$ cat src/rtl/fphub_div_packer.sv
// Output stage of the radix-2 SRT divider: resolves the signed-digit quotient, normalizes it and packs a HUB float.
// Optional flag outputs are enabled with the FPHUB_DIV_PACK_FLAGS_EN macro.
module fphub_div_packer #(
   parameter int unsigned M    = 23,
   parameter int unsigned E    = 8,
   parameter int unsigned Q    = M + 3,
   parameter int unsigned BIAS = 2**(E-1) - 1
) (
   input  logic             clk,
   input  logic             rst,
   input  logic             in_valid,
   output logic             in_ready,
   input  logic [Q-1:0]     q_pos,
   input  logic [Q-1:0]     q_neg,
   input  logic             rem_neg,
   input  logic             x_sign,
   input  logic             d_sign,
   input  logic [E-1:0]     x_exp,
   input  logic [E-1:0]     d_exp,
   input  logic             special,
   input  logic [M+E:0]     special_res,
   output logic             out_valid,
   input  logic             out_ready,
   output logic [M+E:0]     res,
   output logic             ovf,
   output logic             unf
);

   localparam int unsigned RW = M + E + 1;
   localparam int unsigned EW = E + 2;
   localparam logic [E:0]  EXP_MAX = (E+1)'((2**E) - 1);

   typedef enum logic [2:0] {IDLE, RESOLVE, NORM, PACK, HOLD} state_t;

   state_t          state, state_n;
   logic [Q-1:0]    qp_r, qp_n, qn_r, qn_n;
   logic            rn_r, rn_n, sign_r, sign_n, zero_r, zero_n;
   logic [E-1:0]    xe_r, xe_n, de_r, de_n;
   logic [Q:0]      q_r, q_n;
   logic [EW-1:0]   e_r, e_n;
   logic [RW-1:0]   res_r, res_n;
   logic            out_valid_r, in_ready_r;
   logic [Q:0]      q_diff;
   logic [EW-1:0]   e_calc;
   logic            e_le_zero, e_sat;

   // Redundant-to-conventional conversion with the remainder-sign correction
   assign q_diff    = {1'b0, qp_r} - {1'b0, qn_r} - (Q+1)'(rn_r);
   assign e_calc    = {2'b00, xe_r} - {2'b00, de_r} + EW'(BIAS);
   assign e_le_zero = e_r[EW-1] || (e_r == '0);
   assign e_sat     = !e_r[EW-1] && (e_r[E:0] >= EXP_MAX);

`ifdef FPHUB_DIV_PACK_FLAGS_EN
   logic ovf_r, ovf_n, unf_r, unf_n;
   assign ovf = ovf_r;
   assign unf = unf_r;
`else
   assign ovf = 1'b0;
   assign unf = 1'b0;
`endif

   assign in_ready  = in_ready_r;
   assign out_valid = out_valid_r;
   assign res       = res_r;

   // Next-state and datapath
   always_comb begin
      state_n = state;
      qp_n    = qp_r;
      qn_n    = qn_r;
      rn_n    = rn_r;
      sign_n  = sign_r;
      xe_n    = xe_r;
      de_n    = de_r;
      q_n     = q_r;
      e_n     = e_r;
      zero_n  = zero_r;
      res_n   = res_r;
`ifdef FPHUB_DIV_PACK_FLAGS_EN
      ovf_n   = ovf_r;
      unf_n   = unf_r;
`endif
      case (state)
         IDLE: begin
            if (in_valid) begin
               qp_n   = q_pos;
               qn_n   = q_neg;
               rn_n   = rem_neg;
               sign_n = x_sign ^ d_sign;
               xe_n   = x_exp;
               de_n   = d_exp;
               zero_n = 1'b0;
               if (special) begin
                  res_n   = special_res;
`ifdef FPHUB_DIV_PACK_FLAGS_EN
                  ovf_n   = 1'b0;
                  unf_n   = 1'b0;
`endif
                  state_n = HOLD;
               end else begin
                  state_n = RESOLVE;
               end
            end
         end
         RESOLVE: begin
            q_n     = q_diff[Q] ? (~q_diff + (Q+1)'(1)) : q_diff;
            e_n     = e_calc;
            state_n = NORM;
         end
         NORM: begin
            if (q_r[Q-1]) begin
               state_n = PACK;
            end else if (q_r == '0) begin
               zero_n  = 1'b1;
               state_n = PACK;
            end else begin
               q_n = q_r << 1;
               e_n = e_r - EW'(1);
            end
         end
         PACK: begin
`ifdef FPHUB_DIV_PACK_FLAGS_EN
            ovf_n = 1'b0;
            unf_n = 1'b0;
`endif
            if (zero_r) begin
               res_n = {sign_r, (RW-1)'(0)};
            end else if (e_le_zero) begin
               res_n = {sign_r, (RW-1)'(0)};
`ifdef FPHUB_DIV_PACK_FLAGS_EN
               unf_n = 1'b1;
`endif
            end else if (e_sat) begin
               res_n = {sign_r, {E{1'b1}}, M'(0)};
`ifdef FPHUB_DIV_PACK_FLAGS_EN
               ovf_n = 1'b1;
`endif
            end else begin
               // Truncation below the ILSB is HUB round-to-nearest
               res_n = {sign_r, e_r[E-1:0], q_r[Q-2:Q-1-M]};
            end
            state_n = HOLD;
         end
         HOLD: begin
            if (out_ready) state_n = IDLE;
         end
         default: state_n = IDLE;
      endcase
   end

   // State and datapath registers
   always_ff @(posedge clk) begin
      if (rst) begin
         state       <= IDLE;
         qp_r        <= '0;
         qn_r        <= '0;
         rn_r        <= 1'b0;
         sign_r      <= 1'b0;
         xe_r        <= '0;
         de_r        <= '0;
         q_r         <= '0;
         e_r         <= '0;
         zero_r      <= 1'b0;
         res_r       <= '0;
         out_valid_r <= 1'b0;
         in_ready_r  <= 1'b1;
`ifdef FPHUB_DIV_PACK_FLAGS_EN
         ovf_r       <= 1'b0;
         unf_r       <= 1'b0;
`endif
      end else begin
         state       <= state_n;
         qp_r        <= qp_n;
         qn_r        <= qn_n;
         rn_r        <= rn_n;
         sign_r      <= sign_n;
         xe_r        <= xe_n;
         de_r        <= de_n;
         q_r         <= q_n;
         e_r         <= e_n;
         zero_r      <= zero_n;
         res_r       <= res_n;
         out_valid_r <= (state_n == HOLD);
         in_ready_r  <= (state_n == IDLE);
`ifdef FPHUB_DIV_PACK_FLAGS_EN
         ovf_r       <= ovf_n;
         unf_r       <= unf_n;
`endif
      end
   end

endmodule

$ cat config.mk
export PLATFORM = sky130hd
export DESIGN_NAME = fphub_div_packer
export DESIGN_NICKNAME = d
export VERILOG_FILES = /design/src/rtl/fphub_div_packer.sv
export SDC_FILE = /design/constraint.sdc
export NUM_CORES = 1
export LEC_CHECK = 0
export ABC_AREA = 1
export BUFFER_PORTS_ARGS = -buffer_cell sky130_fd_sc_hd__buf_2
export CAP_MARGIN = 20
export CORE_MARGIN = 2
export CORE_UTILIZATION = 40
export DETAILED_ROUTE_END_ITERATION = 8
export PLACE_DENSITY = 0.71
export SLEW_MARGIN = 20
export SYNTH_ARGS = -nofsm -noshare
export SYNTH_HDL_FRONTEND = slang
export SYNTH_SLANG_ARGS = --single-unit
$ cat constraint.sdc
create_clock -name clk -period 3 [get_ports clk]
set_clock_uncertainty 0.15 [all_clocks]
set_input_delay 0.3 -clock clk [delete_from_list [all_inputs] [get_ports clk]]
set_output_delay 0.3 -clock clk [all_outputs]
set_load 0.02 [all_outputs]
Word-level counts from Yosys, hierarchy flattened
Cells that the tools add are included.
{"block": "totals", "regBits": 145, "latchBits": 0, "mem_bits_rw": 0, "rom_bits": 0, "input_bits": 108, "output_inout_bits": 36, "word_cells": 70, "n_memories": 0}
{"block": "classes", "n_addsub": 6, "multipliers": 0, "n_div": 0, "magnitude_cmp": 1, "n_eq_ne": 10, "n_shift": 0, "mux": 23, "bitwise": 2, "n_reduce_logical": 14}
{"operator": "2-to-1 mux 31 bit", "count": 3}
{"operator": "2-to-1 mux 27 bit", "count": 3}
{"operator": "2-to-1 mux 32 bit", "count": 2}
{"operator": "case mux 32 bit (2 select lines)", "count": 1}
{"operator": "case mux 27 bit (2 select lines)", "count": 1}
{"operator": "adder 27 x 1 -> 27 bit, second input constant", "count": 1}
{"operator": "zero test 27 bit", "count": 1}
{"operator": "inverter 27 bit", "count": 1}
{"operator": "subtractor 26 x 26 -> 27 bit", "count": 1}
{"operator": "subtractor 27 x 1 -> 27 bit", "count": 1}
{"operator": "2-to-1 mux 10 bit", "count": 2}
{"operator": "case mux 10 bit (2 select lines)", "count": 1}
{"operator": "2-to-1 mux 3 bit", "count": 5}
{"operator": "case mux 3 bit (5 select lines)", "count": 1}
{"operator": "adder 9 x 8 -> 10 bit, second input constant", "count": 1}
{"operator": "zero test 10 bit", "count": 1}
{"operator": "inequality test 2 bit, second input constant", "count": 5}
{"operator": "subtractor 10 x 1 -> 10 bit, second input constant", "count": 1}
{"operator": ">= comparator 9 x 8 -> 1 bit, second input constant", "count": 1}
{"operator": "subtractor 8 x 8 -> 9 bit", "count": 1}
{"operator": "== test 3 x 2 -> 1 bit, second input constant", "count": 2}
{"operator": "== test 3 bit, second input constant", "count": 2}
{"operator": "zero test 3 bit", "count": 2}
{"operator": "AND reduction 3 bit", "count": 2}
{"operator": "other kinds (10)", "count": 14}

Longest topological paths before layout
Gate-level depths: netlist of run 1.
{"block": "depth", "depth_word": 6, "ltp_mapped": 23, "ltp_nobuf": 23}

Worst setup path after synthesis of run 1
Ideal clock, no wire load.
{"block": "synth_path", "path_kind": "register to register", "from": "register qn_r[0]", "to": "register q_r[22]", "setup_ns": 0.122, "arrival_time_ns": 2.591, "t_required_ns": 2.728, "slack_ns": 0.137, "path_stages_with_launch": 22, "n_path_buf": 0, "synth_period_minus_slack_ns": 2.863, "cell_sequence": "dfxtp_1 -> inv_1 -> fa_1 -> ha_1 -> inv_1 -> nand2_1 -> nand2_2 -> inv_1 -> ha_1 -> inv_1 -> nor2_1 -> nand3_1 -> nor2_2 -> nand4_1 -> nor2_4 -> nand3_2 -> nor2_1 -> nand2_1 -> nand2_1 -> nand2_1 -> nand3_1 -> a21oi_2"}
{"block": "synth_via", "elab_chain_len": 6}
{"item": "start: declaration", "line": "36", "source": "logic [Q-1:0] qp_r, qp_n, qn_r, qn_n;"}
{"item": "start signal: assignment", "line": "174", "source": "qn_r <= qn_n;"}
{"item": "subtractor 26 x 26 -> 27 bit *", "line": "48", "source": "assign q_diff = {1'b0, qp_r} - {1'b0, qn_r} - (Q+1)'(rn_r);"}
{"item": "subtractor 27 x 1 -> 27 bit *", "line": "48"}
{"item": "inverter 27 bit", "line": "106", "source": "q_n = q_diff[Q] ? (~q_diff + (Q+1)'(1)) : q_diff;"}
{"item": "adder 27 x 1 -> 27 bit", "line": "106"}
{"item": "2-to-1 mux 27 bit *", "line": "106"}
{"item": "case mux 27 bit (2 select lines) *", "line": "83", "source": "case (state)"}
{"item": "end signal: assignment", "line": "179", "source": "q_r <= q_n;"}
{"item": "end: declaration", "line": "39", "source": "logic [Q:0] q_r, q_n;"}
Every way passes the cells marked *; elsewhere a longest branch is shown, timed or not.
A chain may end at the register's enable or synchronous reset.

Worst setup path in the final report of run 1
{"block": "layout_path", "from": "register qn_r[0]", "to": "register q_r[24]"}
The elaborated chain is that of the path after synthesis.

==> results.sh, run 1 <==
export IMPL_status="complete, but fails checks"
export IMPL_violations="setup timing"
export IMPL_finalCriticalPeriod_ns=3.01
export IMPL_yosysSeqAreaShare_pct=30.2
export IMPL_power_density_nw_per_um2=752
export IMPL_cts_htree_levels=4
export IMPL_overflow=0
export IMPL_max_clock_freq_mhz=332
export IMPL_ys_ff_latch=145
export IMPL_synth_area_leaders="dfxtp_1 30%, a21oi_1 11%, nand2_1 10%"
export IMPL_critical_path_arrival_ns=3.23
export IMPL_rsz0062_at_grt="true"
export IMPL_cts_sinks=145
export IMPL_top_usage_layer="met2"
export IMPL_cts_reportedPaths_clkPinSlew_ns=0.06
export IMPL_max_stage_delay_ns=0.47
export IMPL_fill_cells=2309
export IMPL_use_met2_pct=33.8
export IMPL_crit_path_frequent_cell="inv_2"
export IMPL_fp_dieW_um=159
export IMPL_pin_count=144
export IMPL_drv_slew=0
export IMPL_start_util_pct=40.8
export IMPL_drt_first_iter_violations=943
export IMPL_gp_congestion=0.976
export IMPL_core_area_um2=23500
export IMPL_max_slew_worst_pin_slew_ns=0.815
export IMPL_grt_pass1_wl_um=44600
export IMPL_yosysWarningCount=0
export IMPL_cp_data_required_time_ns=3.22
export IMPL_avgSynthCellArea_um2=6.50
export IMPL_use_met1_pct=29.3
export IMPL_numCtsBuffers=17
export IMPL_timing_hold_ws_ns=0.00607
export IMPL_hold_violations=0
export IMPL_vias=10400
export IMPL_period_share_pct=100
export IMPL_crit_chain="inv_2 -> fa_2 -> ha_4 -> inv_2 -> nand2_2 -> nand2_4 -> inv_2 -> ha_4 -> inv_2 -> nor2_2 -> nand3_1 -> nor2_2 -> nand4_1 -> nor2_4 -> nand3_2 -> o21bai_4 -> nand2_1 -> nand2_1 -> nand3_1 -> a21oi_1"
export IMPL_insertion_delay_ns=0.44
export IMPL_crit_fanout=4
export IMPL_yosys_area_top_type="dfxtp_1"
export IMPL_track_usage_pct=21.1
export IMPL_tritoncts="built"
export IMPL_power_mw=9.62
export IMPL_via_per_inst=5.09
export IMPL_ir_drop_uv=397
export IMPL_dr_pass1_iters=6
export IMPL_placed_area_um2=10900
export IMPL_cp_slowest_cell="fa_2"
export IMPL_cp_end_kind="flip-flop"
export IMPL_rows=56
export IMPL_async_flop_share_pct=0
export IMPL_n_antenna_cell=0
export IMPL_start_kind="flip-flop"
export IMPL_wl_per_cell_um=13.7
export IMPL_fp_dieH_um=159
export IMPL_leakagePower_nw=6.13
export IMPL_synth_flop_cell="dfxtp_1"
export IMPL_cts_root_buffer="clkbuf_16"
export IMPL_drive_gt1_share_pct=25.0
export IMPL_fin_ws_ns=-0.00957
export IMPL_setup_violations=2
export IMPL_numPortBuffers=141
export IMPL_grt_pass1_vias=9323
export IMPL_max_slew_margin_rel_pct=45.6
export IMPL_design_area_um2=12800
export IMPL_syn_inst=1479
export IMPL_drv_cap=0
export IMPL_dp_hpwl_um=19800
export IMPL_wirelength_um=27900
export IMPL_hold_path_class="in2reg"
export IMPL_grt_max_degree=75
export IMPL_remaining_drc_errors=0
export IMPL_path_class="reg2reg"
export IMPL_grt_met3_usage_pct=3.52
export IMPL_synth_top_cell_area_share_pct=30.2
export IMPL_clock_path_buffers=2
export IMPL_setup_tns_ns=-0.0102
export IMPL_antenna_found_initial=0
export IMPL_synth_edf_count=0
export IMPL_die_area_um2=25300
export IMPL_area_growth_pct=33.1
export IMPL_cp_top_family="simple AND/OR/NAND/NOR gates"
export IMPL_layout_nets=1879
export IMPL_antenna_left=0
export IMPL_syn_area_um2=9610
export IMPL_path_buf_inv=4
export IMPL_synth_distinct_cells=47
[synthesized netlist by cell type (all sizes together), types with 6 or more instances]
cell and instances:
clkbuf 51, inv 210, dfxtp 145, buf 8
nor2 146, nand2 298, a21oi 206, o21ai 170
nand4 21, ha 63, xor2 10, nor4 7
nand3 89, o21bai 6, nor3 19
[worst min-delay path, cell delays in order]
cell and delay (ns):
buf_2 0.07, a21oi_1 0.05, a21oi_1 0.13
[cell usage in the layout, fill, tap and decap left out, types with 3 or more instances in the layout]
cell and n:
dlygate4sd3_1 51, bufinv_16 3, a21oi_2 19, o21ai_0 165, o21bai_1 5, nor2_1 118
a31oi_1 3, ha_4 15, nand3b_1 5, buf_4 67, nand2_1 235, clkinv_2 3
nand3_1 70, nand3_2 16, nor3_2 7, o21ai_1 4, nor3_1 11, dfxtp_1 142
nand2_4 14, nand3_4 3, nand4_1 21, inv_1 192, clkbuf_16 19, a21oi_1 185
nor2_2 20, or2_2 3, inv_2 18, xor2_1 10, clkinvlp_4 3, nor4_1 7
nand2_2 50, dfxtp_2 3, ha_1 46, nor2_4 8, buf_2 141, clkinv_4 3
[power breakdown]
part	total, mW	internal (mW)	leakage (nW)	switching (mW)
Clock	2.18	1.30	0.282	0.882
Sequential	2.28	2.14	1.20	0.141
Combinational	5.15	2.01	4.65	3.14
[layer usage]
metal	wire length, µm	part of all wire [%]	vias to the layer above
met3	1680	6.0	41
met5	0	0	-
li1	-	-	5309
met2	12600	45	320
met4	497	1.8	0
met1	13100	47	4703
[path summary, 6_finish.rpt]
path	startpoint	end	slack, ns	cells past startpoint
min	special_res[22]	res[22]$_SDFFE_PP0P_	0.006	3
min reg2reg	qp_r[18]$_SDFFE_PP0P_	qp_r[18]$_SDFFE_PP0P_	0.31	2
max	qn_r[0]$_SDFFE_PP0P_	q_r[24]$_SDFFE_PP0P_	-0.01	20
max reg2reg	qn_r[0]$_SDFFE_PP0P_	q_r[24]$_SDFFE_PP0P_	-0.01	20
[logic make-up after synthesis]
kind of cell	synth area share, %
AND/OR/NAND/NOR	27.5
buffers and inverters	10.9
AO/OA/AOI/OAI	21.1
flip-flops	30.2
XOR/XNOR	1.29
other	0.0390
adder cells (fa/ha/maj)	8.83
multiplexers	0.104
[per-stage QoR]
stage               setup slack [ns]  utilization (%)  cells
finish                      -0.00957             54.3   2036
CTS                          0.00114             51.4   2021
global route                  -0.148             54.3   2036
floorplan                      0.137                -   1480
detailed placement           -0.0642             46.4   1936
global placement            0.000672             46.4   1936
[registers in the layout, summed over array words and instances (netlist names)]
| register | count |
|---|---|
| zero_r | 1 |
| de_r | 8 |
| q_r | 27 |
| out_valid | 1 |
| res | 32 |
| in_ready | 1 |
| qp_r | 26 |
| rn_r | 1 |
| xe_r | 8 |
| sign_r | 1 |
| e_r | 10 |
| state | 3 |
| qn_r | 26 |
[area by class of cell]
cell class,instances,area (µm²),share of cell area [%]
clock buffer,18,429,3.35
multi-input combinational,1065,6280,49.1
inverter,212,796,6.22
sequential,145,2910,22.7
tap,319,399,3.12
timing repair buffer,264,1820,14.2
clock inverter,13,163,1.27
[repair_timing]
action	CTS	global route
cloned	0	3
endpoints found under the setup margin	8	26
pin swaps	11	43
setup buffers	3	13
hold buffers	51	0
hold endpoints to repair	51	0
gates resized for setup	14	135
Note: power is estimated with default switching activity, not from simulation.
==> inputs of run 2 (changes only) <==
==> constraint.sdc (replaced) <==
create_clock -name clk -period 3 [get_ports clk]
set_clock_uncertainty 0.15 [all_clocks]
set_input_delay 0.45 -clock clk [delete_from_list [all_inputs] [get_ports clk]]
set_output_delay 0.45 -clock clk [all_outputs]
set_load 0.02 [all_outputs]
==> run 2 against run 1 <==
  * The run still ends with setup timing left
  * Routed wire length shrank 3.1%
  * Fmax shrank 0.79%
  * Largest power group unchanged
  * Worst hold slack gained 0.078 ns
  * Non-clock buffer count shrank 73
  * Via count shrank 3.3%
  * Final area shrank 5.7%
  * Power shrank 2.8%
  * Largest cell class unchanged
  * Clock-buffer cell count shrank 1
  * Critical path depth is the same
  * Highest routed layer unchanged
==> results.sh, run 2 (synthesis gave the netlist of run 1 again) <==
export IMPL_status="complete, but fails checks"
export IMPL_violations="setup timing"
export IMPL_grt_pass1_wl_um=43600
export IMPL_leakagePower_nw=5.81
export IMPL_core_area_um2=23500
export IMPL_hold_violations=0
export IMPL_place_ws_ns=-0.108
export IMPL_largest_reg_flops=32
export IMPL_overflow=0
export IMPL_fp_dieH_um=159
export IMPL_fp_dieW_um=159
export IMPL_maxUsedRoutingLayer="met4"
export IMPL_wl_met1_um=13100
export IMPL_path_class="reg2reg"
export IMPL_ir_drop_uv=390
export IMPL_n_antenna_cell=0
export IMPL_crit_fanout=7
export IMPL_gp_congestion=0.970
export IMPL_wl_met2_um=12100
export IMPL_start_util_pct=40.8
export IMPL_cp_end_kind="flip-flop"
export IMPL_max_slew_margin_rel_pct=45.4
export IMPL_tritoncts="built"
export IMPL_start_kind="flip-flop"
export IMPL_drv_cap=0
export IMPL_insertion_delay_ns=0.43
export IMPL_max_clock_freq_mhz=330
export IMPL_rsz0062_at_grt="true"
export IMPL_wl_per_cell_um=13.8
export IMPL_area_growth_pct=25.6
export IMPL_fin_ws_ns=-0.0335
export IMPL_vias=10000
export IMPL_wirelength_um=27100
export IMPL_rows=56
export IMPL_cts_reportedPaths_clkPinSlew_ns=0.07
export IMPL_cp_data_required_time_ns=3.22
export IMPL_numPortBuffers=141
export IMPL_layout_nets=1805
export IMPL_via_per_inst=5.11
export IMPL_final_common_cell="nand2_1"
export IMPL_timing_hold_ws_ns=0.0836
export IMPL_track_usage_pct=20.6
export IMPL_max_slew_worst_pin_slew_ns=0.818
export IMPL_period_share_pct=101
export IMPL_grt_max_degree=81
export IMPL_finalCriticalPeriod_ns=3.03
export IMPL_numCtsBuffers=17
export IMPL_setup_violations=1
export IMPL_stdcell_count=1963
export IMPL_cts_root_buffer="clkbuf_16"
export IMPL_power_density_nw_per_um2=774
export IMPL_hold_path_class="in2reg"
export IMPL_clock_path_buffers=2
export IMPL_die_area_um2=25300
export IMPL_dp_hpwl_um=19500
export IMPL_antenna_left=0
export IMPL_antenna_found_initial=0
export IMPL_critical_path_arrival_ns=3.25
export IMPL_remaining_drc_errors=0
export IMPL_layout_common_cells="234 x nand2_1, 196 x inv_1, 189 x a21oi_1"
export IMPL_grt_pass1_vias=9012
export IMPL_cts_sinks=145
export IMPL_drt_first_iter_violations=760
export IMPL_dr_pass1_iters=5
export IMPL_drive_gt1_share_pct=24.0
export IMPL_dp_cells=1920
export IMPL_pin_count=144
export IMPL_met3_length_um=1430
export IMPL_cts_htree_levels=4
export IMPL_fill_cells=2349
export IMPL_drv_slew=0
## run 2: cell types whose count changed in the layout (fill, tap and decap cells not counted), sizes merged
| cell | before | now |
|---|---|---|
| inv | 211 | 218 |
| dlygate4sd3 | 51 | 0 |
| clkbuf | 20 | 19 |
| clkinv | 8 | 5 |
| clkinvlp | 3 | 2 |
| nand2 | 299 | 298 |
| bufinv | 3 | 2 |
| buf | 211 | 189 |
## run 2: path summary, 6_finish.rpt
check | startpoint | end | slack, ns | cells after the start
setup / recovery | qp_r[4]$_SDFFE_PP0P_ | q_r[23]$_SDFFE_PP0P_ | -0.03 | 20
hold / removal | q_neg[3] | qn_r[3]$_SDFFE_PP0P_ | 0.08 | 3
setup reg to reg | qp_r[4]$_SDFFE_PP0P_ | q_r[23]$_SDFFE_PP0P_ | -0.03 | 20
hold reg to reg | qp_r[13]$_SDFFE_PP0P_ | qp_r[13]$_SDFFE_PP0P_ | 0.31 | 2
## run 2: where the power goes
group / leakage [nW] / switching [mW] / internal (mW) / total (mW)
clock network: 0.289 / 0.956 / 1.25 / 2.21
logic: 4.32 / 3.03 / 1.82 / 4.86
registers: 1.20 / 0.141 / 2.14 / 2.28
total: 5.81 / 4.13 / 5.22 / 9.35
## run 2: layer usage
metal / GRT usage, % / vias up
li1: - / 5155
met1: 29.3 / 4568
met2: 32.5 / 267
met3: 3.02 / 37
met4: 5.74 / 0
met5: 0 / -
## run 2: critical path: stages (launching register included)
cell     delay, ns
dfxtp_1       0.32
inv_1         0.05
ha_1          0.27
inv_1         0.06
ha_4          0.31
nand2_2       0.10
nor2_4        0.17
nand2_2       0.09
nand3_2       0.09
nand2_1       0.05
nand2_1       0.15
nand3_2       0.13
nor2_4        0.16
nand2_2       0.08
nor2_4        0.17
nand2_2       0.09
nor2_1        0.14
nand3_1       0.10
nand3_2       0.07
nand3_2       0.06
a21oi_2       0.13
## run 2: what timing repair did
item	CTS	global route
pin swaps	10	40
gates resized for setup	18	115
setup endpoints to repair	11	26
endpoints found under the hold margin	0	0
cloned	0	2
hold buffers	0	0
setup buffers	5	7
## run 2: cell type report
cell class	count	area [µm²]	area share, %
Clock buffer	17	425	3.52
Clock inverter	15	169	1.40
Inverter	212	796	6.59
Timing Repair Buffer	191	1200	9.93
Tap cell	319	399	3.31
Multi-Input combinational cell	1064	6180	51.2
Sequential cell	145	2910	24.1
## run 2: through the flow
step | TNS, ns | utilization [%] | area (µm²) | power, mW
3_5_place_dp | -0.548 | 46.0 | 10800 | 6.43
2_1_floorplan | 0 | - | 9610 | 5.30
6_report | -0.0335 | 51.3 | 12100 | 9.35
4_1_cts | -0.0131 | 48.9 | 11500 | 8.70
5_1_grt | -1.56 | 51.3 | 12100 | 10.0
3_3_place_gp | -0.00758 | 46.0 | 10800 | 6.36
==> inputs of run 3 (changes only) <==
- CELL_PAD_IN_SITES_DETAIL_PLACEMENT: not set -> 0
- CELL_PAD_IN_SITES_GLOBAL_PLACEMENT: not set -> 1
- CORE_UTILIZATION: 40 -> 37
- PLACE_DENSITY: 0.71 -> 0.87
==> run 3 against run 2 <==
  * The run now ends clean
  * Final area rose by 1.9%
  * Non-clock buffer count grew 20
  * Routed wire length grew 1.5%
  * Global-route usage fell by 1.0 points
  * Setup slack better by 0.064 ns
  * Critical path depth grew 1
  * Largest power group unchanged
  * Clock power rose by 5%
  * Sequential share of layout area fell by 0.45 points
  * Via count fell by 1.3%
  * Critical path type unchanged
==> results.sh, run 3 (synthesis gave the netlist of run 1 again) <==
export IMPL_fin_ws_ns=0.0302
export IMPL_area_growth_pct=28.0
export IMPL_status="finished clean"
export IMPL_wirelength_um=27500
export IMPL_cp_data_required_time_ns=3.17
export IMPL_start_util_pct=37.9
export IMPL_placed_area_um2=11000
export IMPL_cp_slowest_cell="fa_2"
export IMPL_dp_hpwl_um=20300
export IMPL_layout_common_cells="236 x nand2_1, 195 x inv_1, 193 x a21oi_1"
export IMPL_largest_reg_flops=32
export IMPL_ir_drop_uv=346
export IMPL_antenna_found_initial=0
export IMPL_crit_chain="inv_2 -> fa_2 -> ha_4 -> inv_2 -> nand2_2 -> nand2_4 -> inv_4 -> ha_4 -> inv_2 -> nor2_2 -> nand3_1 -> nor2_2 -> nand4_1 -> nor2_4 -> nand3_4 -> nor2_1 -> nand2_1 -> nand2_1 -> nand2_1 -> nand3_2 -> a21oi_2"
export IMPL_die_area_um2=27300
export IMPL_cp_end_kind="flip-flop"
export IMPL_drive_gt1_share_pct=25.0
export IMPL_grt_pass1_vias=8799
export IMPL_setup_violations=0
export IMPL_power_density_nw_per_um2=783
export IMPL_dr_pass1_iters=5
export IMPL_setup_tns_ns=0
export IMPL_via_per_inst=4.96
export IMPL_seq_area_um2=2910
export IMPL_place_ws_ns=-0.0786
export IMPL_leakagePower_nw=5.93
export IMPL_wl_per_cell_um=13.8
export IMPL_utilization_pct=48.5
export IMPL_rows=58
export IMPL_timing_hold_ws_ns=0.0884
export IMPL_gp_congestion=0.916
export IMPL_clock_path_buffers=2
export IMPL_hold_violations=0
export IMPL_tritoncts="built"
export IMPL_max_slew_worst_pin_slew_ns=0.796
export IMPL_rsz0062_at_grt="true"
export IMPL_multi_input_area_um2=6230
export IMPL_drv_cap=0
export IMPL_numCtsBuffers=17
export IMPL_cts_reportedPaths_clkPinSlew_ns=0.07
export IMPL_finalCriticalPeriod_ns=2.97
export IMPL_cts_sinks=145
export IMPL_critical_path_arrival_ns=3.14
export IMPL_numPortBuffers=141
export IMPL_core_area_um2=25300
export IMPL_track_usage_pct=19.6
export IMPL_overflow=0
export IMPL_fp_dieW_um=165
export IMPL_grt_pass1_wl_um=43000
export IMPL_n_antenna_cell=0
export IMPL_drt_first_iter_violations=581
export IMPL_final_common_cell="nand2_1"
export IMPL_remaining_drc_errors=0
export IMPL_fill_cells=2581
export IMPL_drv_slew=0
export IMPL_hold_path_class="in2reg"
export IMPL_vias=9899
export IMPL_pin_count=144
export IMPL_grt_max_degree=88
export IMPL_insertion_delay_ns=0.43
export IMPL_fp_dieH_um=165
export IMPL_cts_htree_levels=4
export IMPL_cts_root_buffer="clkbuf_16"
export IMPL_crit_fanout=3
export IMPL_path_class="reg2reg"
export IMPL_max_slew_margin_rel_pct=46.9
export IMPL_antenna_left=0
export IMPL_design_area_um2=12300
export IMPL_period_share_pct=99.0
export IMPL_max_clock_freq_mhz=337
export IMPL_start_kind="flip-flop"
export IMPL_layout_nets=1825
export IMPL_max_stage_delay_ns=0.47
## run 3: metrics by stage
stage          power, mW  instances
2_1_floorplan       5.30       1480
3_3_place_gp        6.52       1948
3_5_place_dp        6.56       1948
4_1_cts             8.96       1982
5_1_grt             10.4       1994
6_report            9.63       1994
## run 3: repair_timing
action	4_1_cts	5_1_grt
endpoints found under the setup margin	12	26
cloned	0	2
pin swaps	10	31
hold buffers	0	0
setup buffers	2	13
resized for setup	18	125
## run 3: where the power goes
| part | switching (mW) | internal [mW] | leakage, nW |
|---|---|---|---|
| logic | 3.12 | 1.92 | 4.44 |
| clock network | 0.950 | 1.36 | 0.301 |
| registers | 0.141 | 2.14 | 1.20 |
## run 3: path summary, 6_finish.rpt
kind / cells after the start / startpoint / endpoint / slack (ns)
worst min register to register: 2 / de_r[3]$_SDFFE_PP0P_ / de_r[3]$_SDFFE_PP0P_ / 0.31
worst min-delay path: 3 / q_neg[5] / qn_r[5]$_SDFFE_PP0P_ / 0.09
worst max-delay path: 21 / rn_r$_SDFFE_PP0P_ / q_r[22]$_SDFFE_PP0P_ / 0.03
worst max register to register: 21 / rn_r$_SDFFE_PP0P_ / q_r[22]$_SDFFE_PP0P_ / 0.03
## run 3: per-layer routing
metal | routed length, µm | GRT usage [%] | part of all wire [%]
met1 | 13700 | 27.5 | 50
met2 | 12100 | 31.5 | 44
met3 | 1270 | 2.70 | 4.6
met4 | 374 | 4.90 | 1.4
met5 | 0 | 0 | 0
## run 3: critical path: cells and delay by family, from the launching register on
| kind | cells | cell delay (ns) |
|---|---|---|
| compound gates | 1 | 0.05 |
| fa+ha+maj | 3 | 0.88 |
| buf+inv | 4 | 0.19 |
| flops | 1 | 0.32 |
| simple gates | 13 | 1.25 |
## run 3: cell type report
class                           instances  share of cell area, %
Clock buffer                           18                   3.57
Clock inverter                         14                   1.59
Inverter                              212                   6.49
Multi-Input combinational cell       1064                   50.7
Sequential cell                       145                   23.6
Tap cell                              330                   3.36
Timing Repair Buffer                  211                   10.7
